$ cat src/rtl/act_lut_pkg.sv
// Shared definitions for the activation-function LUT loader.
// Latency: n/a (types and constants only).
// Backpressure: n/a.
//
// Holds the table geometry (17 signed 8-bit samples addressed by a 4-bit
// segment index), the loader state encoding and the signed sample type.
package act_lut_pkg;

    localparam int LUT_DEPTH  = 17;
    localparam int LUT_ADDR_W = 4;
    localparam int SAMPLE_W   = 8;

    // Index width for the 17 entries: one more bit than the segment address
    // so that address+1 reaches the end point without wrapping.
    localparam int CNT_W = LUT_ADDR_W + 1;

    typedef enum logic [1:0] {
        ST_IDLE  = 2'd0,
        ST_LOAD  = 2'd1,
        ST_CHECK = 2'd2,
        ST_DONE  = 2'd3
    } lut_state_t;

    typedef logic signed [SAMPLE_W-1:0] sample_t;

endpackage

$ cat src/rtl/act_lut_regfile.sv
// 17x8 sample register file: one write port, two combinational read ports.
// Latency: writes land on the clock edge; reads are 0-cycle combinational.
// Backpressure: none, a write is taken whenever wr_en is high.
//
// Ports: clk/rst (async active-low, clears every entry), wr_en/wr_addr/
// wr_data write port, rd_addr segment index, rd_data0 = mem[rd_addr],
// rd_data1 = mem[rd_addr+1] (computed wide, so index 15 reads entry 16).
module act_lut_regfile
    import act_lut_pkg::*;
#(
    parameter int DEPTH = LUT_DEPTH,
    parameter int WIDTH = SAMPLE_W
) (
    input  logic                    clk,
    input  logic                    rst,
    input  logic                    wr_en,
    input  logic [CNT_W-1:0]        wr_addr,
    input  logic signed [WIDTH-1:0] wr_data,
    input  logic [LUT_ADDR_W-1:0]   rd_addr,
    output logic signed [WIDTH-1:0] rd_data0,
    output logic signed [WIDTH-1:0] rd_data1
);

    logic signed [WIDTH-1:0] mem [DEPTH];
    logic [CNT_W-1:0]        rd_idx0;
    logic [CNT_W-1:0]        rd_idx1;

    always_ff @(posedge clk or negedge rst) begin
        if (!rst) begin
            for (int i = 0; i < DEPTH; i++) begin
                mem[i] <= '0;
            end
        end else if (wr_en) begin
            mem[wr_addr] <= wr_data;
        end
    end

    assign rd_idx0  = {1'b0, rd_addr};
    assign rd_idx1  = {1'b0, rd_addr} + CNT_W'(1);
    assign rd_data0 = mem[rd_idx0];
    assign rd_data1 = mem[rd_idx1];

endmodule

$ cat src/rtl/act_lut_loader.sv
// Run-time loader and read port for the activation-function lookup table.
// Latency: 17 accepted words after start to loaded (18 with checksum); reads 0-cycle.
// Backpressure: in__ready is high only while a load is in progress; in__valid is ignored otherwise.
//
// Ports: clk, rst (async active-low), start (pulse, begins/aborts a load),
// in__data/in__valid/in__ready sample stream, loaded (table usable),
// error (checksum mismatch), address (segment index), base/next__data
// (mem[address], mem[address+1], both 0 while the table is not loaded).
// Optional build macro ACT_LUT_CHECKSUM_EN: after the 17 samples one extra
// word is accepted and compared with their modulo-256 sum; a mismatch
// returns to idle with error set. Without it, error is tied low.
module act_lut_loader
    import act_lut_pkg::*;
#(
    parameter int DEPTH = LUT_DEPTH,
    parameter int WIDTH = SAMPLE_W
) (
    input  logic                    clk,
    input  logic                    rst,
    input  logic                    start,
    input  logic signed [WIDTH-1:0] in__data,
    input  logic                    in__valid,
    output logic                    in__ready,
    output logic                    loaded,
    output logic                    error,
    input  logic [LUT_ADDR_W-1:0]   address,
    output logic signed [WIDTH-1:0] base,
    output logic signed [WIDTH-1:0] next__data
);

    localparam logic [CNT_W-1:0] LAST_IDX = CNT_W'(DEPTH - 1);

    lut_state_t              state_q;
    logic [CNT_W-1:0]        cnt_q;
    logic                    ready_q;
    logic                    loaded_q;
    logic                    hs;
    logic                    wr_en;
    logic signed [WIDTH-1:0] rd_base;
    logic signed [WIDTH-1:0] rd_next;

`ifdef ACT_LUT_CHECKSUM_EN
    logic signed [WIDTH-1:0] sum_q;
    logic                    error_q;
`endif

    assign hs = in__valid && ready_q;
    // start wins over a same-cycle handshake: that word is dropped.
    assign wr_en = hs && !start && (state_q == ST_LOAD);

    always_ff @(posedge clk or negedge rst) begin
        if (!rst) begin
            state_q  <= ST_IDLE;
            cnt_q    <= '0;
            ready_q  <= 1'b0;
            loaded_q <= 1'b0;
`ifdef ACT_LUT_CHECKSUM_EN
            sum_q    <= '0;
            error_q  <= 1'b0;
`endif
        end else if (start) begin
            // Begin or abort-and-restart from any state.
            state_q  <= ST_LOAD;
            cnt_q    <= '0;
            ready_q  <= 1'b1;
            loaded_q <= 1'b0;
`ifdef ACT_LUT_CHECKSUM_EN
            sum_q    <= '0;
            error_q  <= 1'b0;
`endif
        end else begin
            case (state_q)
                ST_LOAD: begin
                    if (hs) begin
                        cnt_q <= cnt_q + CNT_W'(1);
`ifdef ACT_LUT_CHECKSUM_EN
                        sum_q <= sum_q + in__data;
`endif
                        if (cnt_q == LAST_IDX) begin
`ifdef ACT_LUT_CHECKSUM_EN
                            // Stay ready: the checksum word follows.
                            state_q <= ST_CHECK;
`else
                            state_q  <= ST_DONE;
                            ready_q  <= 1'b0;
                            loaded_q <= 1'b1;
`endif
                        end
                    end
                end
`ifdef ACT_LUT_CHECKSUM_EN
                ST_CHECK: begin
                    if (hs) begin
                        ready_q <= 1'b0;
                        if (in__data == sum_q) begin
                            state_q  <= ST_DONE;
                            loaded_q <= 1'b1;
                        end else begin
                            state_q <= ST_IDLE;
                            error_q <= 1'b1;
                        end
                    end
                end
`endif
                default: begin
                    // IDLE and DONE hold until the next start.
                end
            endcase
        end
    end

    act_lut_regfile #(
        .DEPTH (DEPTH),
        .WIDTH (WIDTH)
    ) u_regfile (
        .clk      (clk),
        .rst      (rst),
        .wr_en    (wr_en),
        .wr_addr  (cnt_q),
        .wr_data  (in__data),
        .rd_addr  (address),
        .rd_data0 (rd_base),
        .rd_data1 (rd_next)
    );

    assign in__ready  = ready_q;
    assign loaded     = loaded_q;
    // A partially (re)written table is never visible to the interpolator.
    assign base       = loaded_q ? rd_base : '0;
    assign next__data = loaded_q ? rd_next : '0;

`ifdef ACT_LUT_CHECKSUM_EN
    assign error = error_q;
`else
    assign error = 1'b0;
`endif

endmodule

$ cat config.mk
export PLATFORM = sky130hd
export DESIGN_NAME = act_lut_loader
export DESIGN_NICKNAME = d
export VERILOG_FILES = /design/src/rtl/act_lut_pkg.sv /design/src/rtl/act_lut_regfile.sv /design/src/rtl/act_lut_loader.sv
export SDC_FILE = /design/constraint.sdc
export NUM_CORES = 1
export LEC_CHECK = 0
export CAP_MARGIN = 5
export CORE_MARGIN = 4
export CORE_UTILIZATION = 40
export DETAILED_ROUTE_END_ITERATION = 8
export PLACE_DENSITY = 0.55
export REMOVE_ABC_BUFFERS = 1
export SETUP_SLACK_MARGIN = 0.4
export SKIP_CTS_REPAIR_TIMING = 1
export SYNTH_ARGS = -nofsm -noshare
export SYNTH_HDL_FRONTEND = slang
export SYNTH_SLANG_ARGS = --single-unit
$ cat constraint.sdc
create_clock -name clk -period 4.4 [get_ports clk]
set_input_delay 0.88 -clock clk [delete_from_list [all_inputs] [get_ports clk]]
set_output_delay 0.88 -clock clk [all_outputs]
set_load 0.005 [all_outputs]
# Word level (Yosys, flattened, before mapping)
# Index checks and enable logic that the tools add are counted.
[classes]
add_sub_neg = 2
n_lt_le_gt_ge = 4
eq_ne = 2
n_mux = 26
bitwise_logic = 3
n_reduce_logical = 10
[ops]
columns = ["operator", "count"]
rows = [
  ["$bwmux 136", 1],
  ["$bmux 8 s5", 2],
  ["$mux 8", 7],
  ["$demux 8 s5", 1],
  ["$ge 6x6->1 const B", 3],
  ["$mux 5", 3],
  ["$not 5->6", 2],
  ["$mux 1", 8],
  ["$mux 2", 4],
  ["$lt 6x1->1 const B", 1],
  ["$not 4->6", 1],
  ["$reduce_bool 2->1", 3],
  ["$add 4x1->5 const B", 1],
  ["$add 5x1->5 const B", 1],
  ["$eq 5x5->1 const B", 1],
  ["$logic_and 1x1->1", 4],
  ["$reduce_and 3->1", 1],
  ["$eq 2x1->1 const B", 1],
  ["$reduce_and 2->1", 1],
  ["$logic_not 1->1", 1],
]
[word_totals]
regBits = 145
output_inout_bits = 19
word_cells = 68

# Longest topological paths before layout
[logic_depth]
ltp_word = 6
ltp_mapped = 8

# Modules after synthesis
# A second synthesis with hierarchy kept.
[hier_totals]
cells_unflattened = 580
area_unflattened_um2 = 8120.3
[by_module_without_submodules]
columns = ["module", "instances", "cells_each", "area_each_um2"]
rows = [
  ["act_lut_regfile", 1, 524, 7603.5],
  ["act_lut_loader", 1, 56, 516.7],
]

# Worst setup path before layout
# Ideal clock, no wire load.
[synth_path]
kind = "input -> output"
startpoint = "input address[0]"
endpoint = "output next__data[5]"
arrival_ns = 2.441
required_time_ns = 3.520
slack_ns = 1.079
stages = 8
n_path_buf = 3
cell_sequence = "ha_1 -> buf_2 -> buf_2 -> buf_2 -> mux4_2 -> nand2_1 -> a21oi_1 -> a211o_1"
[synth_between]
elab_chain_len = 6
[synth_rtl]
columns = ["element", "line_no", "text"]
rows = [
  ["start: declaration", "act_lut_loader.sv:26", "input logic [LUT_ADDR_W-1:0] address,"],
  ["$add 4x1->5", "act_lut_regfile.sv:39", "assign rd_idx1 = {1'b0, rd_addr} + CNT_W'(1);"],
  ["$not 5->6 (not written as such)", "act_lut_regfile.sv:41", "assign rd_data1 = mem[rd_idx1];"],
  ["$bmux 8 s5", "act_lut_regfile.sv:41", ""],
  ["$mux 8 (not written as such) (2 in a row)", "act_lut_regfile.sv:41", ""],
  ["$mux 8", "act_lut_loader.sv:130", "assign next__data = loaded_q ? rd_next : '0;"],
  ["end: declaration", "act_lut_loader.sv:28", "output logic signed [WIDTH-1:0] next__data"],
]
# Every way passes these cells. The select of a mux whose other input is x is not followed.

# Worst setup path after layout
[layout_path]
startpoint = "input address[0]"
endpoint = "output next__data[7]"
# The elaborated chain is that of the path after synthesis.

==> results.py <==
metrics = {
    "outcome": {
        "outcome": "completed",
    },
    "sta": {
        "tns_ns": 0,
        "rsz0062_at_grt": "yes",
        "tightest_slew_ns": 0.9659,
        "drv_slew": 0,
        "setup_viol": 0,
        "fin_hold_ws_ns": 0.4955,
        "finClkSkew_ns": 0.006321,
        "worst_slack_ns": 0.4859,
        "hold_viol_final": 0,
        "max-slew-margin-rel_pct": 35.60,
        "fin_crit_sh_pct": 88.96,
        "fmax_mhz": 255.5,
        "fin_crit_ns": 3.914,
    },
    "pwr": {
        "ir_drop_mv": 0.2551,
        "power.density_nw_per_um2": 372.7,
        "power.internal_mw": 2.540,
        "clockPowerShare_pct": 42.4,
        "leakage_nw": 4.114,
        "p_sw_mw": 0.8625,
        "seqPwrFrac_pct": 44.2,
        "p_comb_share_pct": 13.4,
        "p_total_mw": 3.403,
        "p_sw_share_pct": 25.35,
    },
    "hold_path": {
        "hold_path_class": "reg -> reg",
        "hold_depth": 1,
    },
    "layout": {
        "fin_area_sq_um": 9130,
        "diodes": 0,
        "drive_gt1_share_pct": 42.61,
        "fin_nets": 597,
        "area_growth_pct": 16.40,
        "multi_input_area_sq_um": 4044,
        "fillers": 1719,
        "register_area_sq_um": 3603,
    },
    "floorplanning": {
        "io_pins": 35,
        "core-area_sq_um": 19020,
        "start_util_pct": 41.24,
        "die_h_microns": 148.0,
        "dieArea_sq_um": 21910,
        "fp-row-count": 50,
        "die_x_microns": 148.0,
    },
    "cts": {
        "cts.htree.levels": 4,
        "clockRootBuffer": "clkbuf_16",
        "clkTransAtPathRegs_ns": 0.06,
        "clock_path_buffers": 2,
        "numCtsBuffers": 17,
        "insertion_delay_ns": 0.42,
        "clock_sinks": 144,
        "cts_tree": "yes",
    },
    "worst_setup_path": {
        "endpoint_kind": "output port",
        "crit_arrival_ns": 3.03,
        "required_ns": 3.52,
        "reg2reg_slack_ns": 2.29,
        "path_buf_inv": 3,
        "path_depth": 8,
        "slowest_delay_ns": 0.51,
        "start_kind": "input pin",
        "cp_max_fo": 20,
        "critical_path.slowest_cell": "mux4_2",
        "crit_family": "buffers and inverters",
        "critPathKind": "in -> out",
        "crit_chain": "buf_2, ha_4, clkbuf_16, mux4_2, nand2_1, a21oi_1, a211o_1, clkdlybuf4s50_1",
        "r2r_cells": 4,
    },
    "flow_run": {
        "drv_cap": 0,
    },
    "routing": {
        "wirelength_mm": 19.83,
        "dr.first_iter.drc_count": 302,
        "drc": 0,
        "antenna_left": 0,
        "vias_per_cell": 5.720,
        "vias": 4856,
        "dr.pass1.iters": 4,
        "routedWlPerCell_microns": 23.36,
    },
    "logic_synthesis": {
        "ys_seq_area_share_pct": 45.94,
        "synth_seq_cells": 144,
        "syn_area_sq_um": 7844,
        "yosysUniqueCellTypes": 43,
        "avgSynthCellArea_sq_um": 14.45,
        "yosysWarnings": 0,
        "syn-instance-count": 543,
    },
    "global_routing": {
        "grt-ovfl-total": 0,
        "grt_pass1_vias": 5237,
        "antenna_found_initial": 0,
        "grtUsageTotal_pct": 18.84,
        "grt_pass1_wl_mm": 31.07,
        "grt_max_degree": 101,
    },
    "placement": {
        "dp_slack_ns": 0.2087,
        "place.gp.congestion": 0.8359,
        "place_area_sq_um": 8457,
        "port_buffers": 33,
        "hpwl_mm": 12.66,
    },
}
-- Yosys cell counts --
| cell type | number | area, sq um |
|---|---|---|
| dfrtp_1 | 144 | 3603 |
| mux2_2 | 122 | 1374 |
| mux4_2 | 50 | 1126 |
| mux2i_1 | 33 | 330.3 |
| nand2_1 | 19 | 71.32 |
| a21oi_1 | 18 | 90.09 |
| a22oi_1 | 16 | 120.1 |
| nand2_2 | 16 | 100.1 |
| buf_2 | 14 | 70.07 |
| mux2_1 | 14 | 157.7 |
| clkbuf_1 | 12 | 45.04 |
| nor3_1 | 10 | 50.05 |
| a211o_1 | 8 | 70.07 |
| nor2_1 | 7 | 26.28 |
| inv_1 | 6 | 22.52 |
| mux4_1 | 6 | 157.7 |
| buf_4 | 5 | 37.54 |
| ha_1 | 5 | 62.56 |
| nand4_1 | 4 | 25.02 |
| nor3_4 | 4 | 65.06 |
| xor2_1 | 3 | 26.28 |
| buf_1 | 2 | 7.510 |
| nand2b_1 | 2 | 12.51 |
| nor2b_1 | 2 | 12.51 |
| nor3b_1 | 2 | 15.01 |
| xnor2_1 | 2 | 17.52 |
| a21o_1 | 1 | 7.510 |
| a31o_2 | 1 | 8.760 |
| and2_1 | 1 | 6.260 |
| and3b_1 | 1 | 8.760 |
| and4b_1 | 1 | 10.01 |
| buf_6 | 1 | 11.26 |
| buf_8 | 1 | 15.01 |
| clkbuf_2 | 1 | 5.000 |
| clkinv_1 | 1 | 3.750 |
| conb_1 | 1 | 3.750 |
| nand3_1 | 1 | 5.000 |
| nand3b_1 | 1 | 7.510 |
| nor2_2 | 1 | 6.260 |
| o211ai_1 | 1 | 7.510 |
| o21a_1 | 1 | 7.510 |
| or2_2 | 1 | 6.260 |
| xor2_4 | 1 | 27.53 |
-- area by class of cell --
class | instances | area share [%]
well taps | 260 | 3.563
inverters | 7 | 0.2878
flip-flops and latches | 144 | 39.47
clock buffers | 19 | 4.961
repair buffers | 50 | 5.920
clock inverters | 13 | 1.507
multi-input cells | 356 | 44.29
-- per-layer routing --
layer  vias to the layer above  global-route usage (%)  routed length (microns)
li1                       2138                       -                        -
met1                      2591                   26.52                     8951
met2                       115                   29.23                     9626
met3                        12                   4.537                     1019
met4                         0                   5.497                      231
met5                         -                       0                        0
-- power groups by stage --
stage               clock network (mW)  registers, mW  logic, mW
floorplan                            0           1.50      0.291
global placement                     0           1.52      0.440
detailed placement                   0           1.53      0.448
CTS                               1.48           1.50      0.449
global route                      1.54           1.52      0.496
finish                            1.44           1.50      0.455
-- cell usage in the layout (no fill, tap or decap), types with 16 or more instances in the layout --
cell               n
dfrtp_1          144
clkbuf_16         19
a22oi_1           16
a21oi_1           18
nand2_2           16
nand2_1           19
mux4_2            50
mux2_2           122
mux2i_1           33
clkdlybuf4s50_1   29
-- final timing paths --
kind	from	end
worst max-delay path	address[0]	next__data[7]
min in group asynchronous	rst	u_regfile.mem[37]
worst min register to register	state_q[0]	state_q[0]
worst min-delay path	state_q[0]	state_q[0]
worst max register to register	loaded	u_regfile.mem[106]
max in group asynchronous	rst	u_regfile.mem[10]
-- sequential cells by signal, summed over array words and instances (netlist names) --
signal / cells
in__ready: 1
state_q: 1
u_regfile.mem: 136
cnt_q: 5
loaded: 1
-- per-stage QoR --
step,util [%],cells
global placement,44.47,814
CTS,47.57,846
detailed placement,44.47,814
finish,48.01,849
floorplan,-,507
global route,48.01,849
-- cell families (layout without fill, tap and decap cells) --
logic type	count (synthesis)	after routing	synth area share (%)
xor gates and xnor gates	6	6	0.9094
DFF	144	144	45.94
other	1	1	0.04781
adders and majority gates	5	5	0.7976
AOI/OAI and AO/OA	46	46	3.972
buffers and inverters	43	89	2.775
and+or+nand+nor	73	73	5.456
muxes	225	225	40.10
Note: power is estimated with default switching activity, not from simulation.
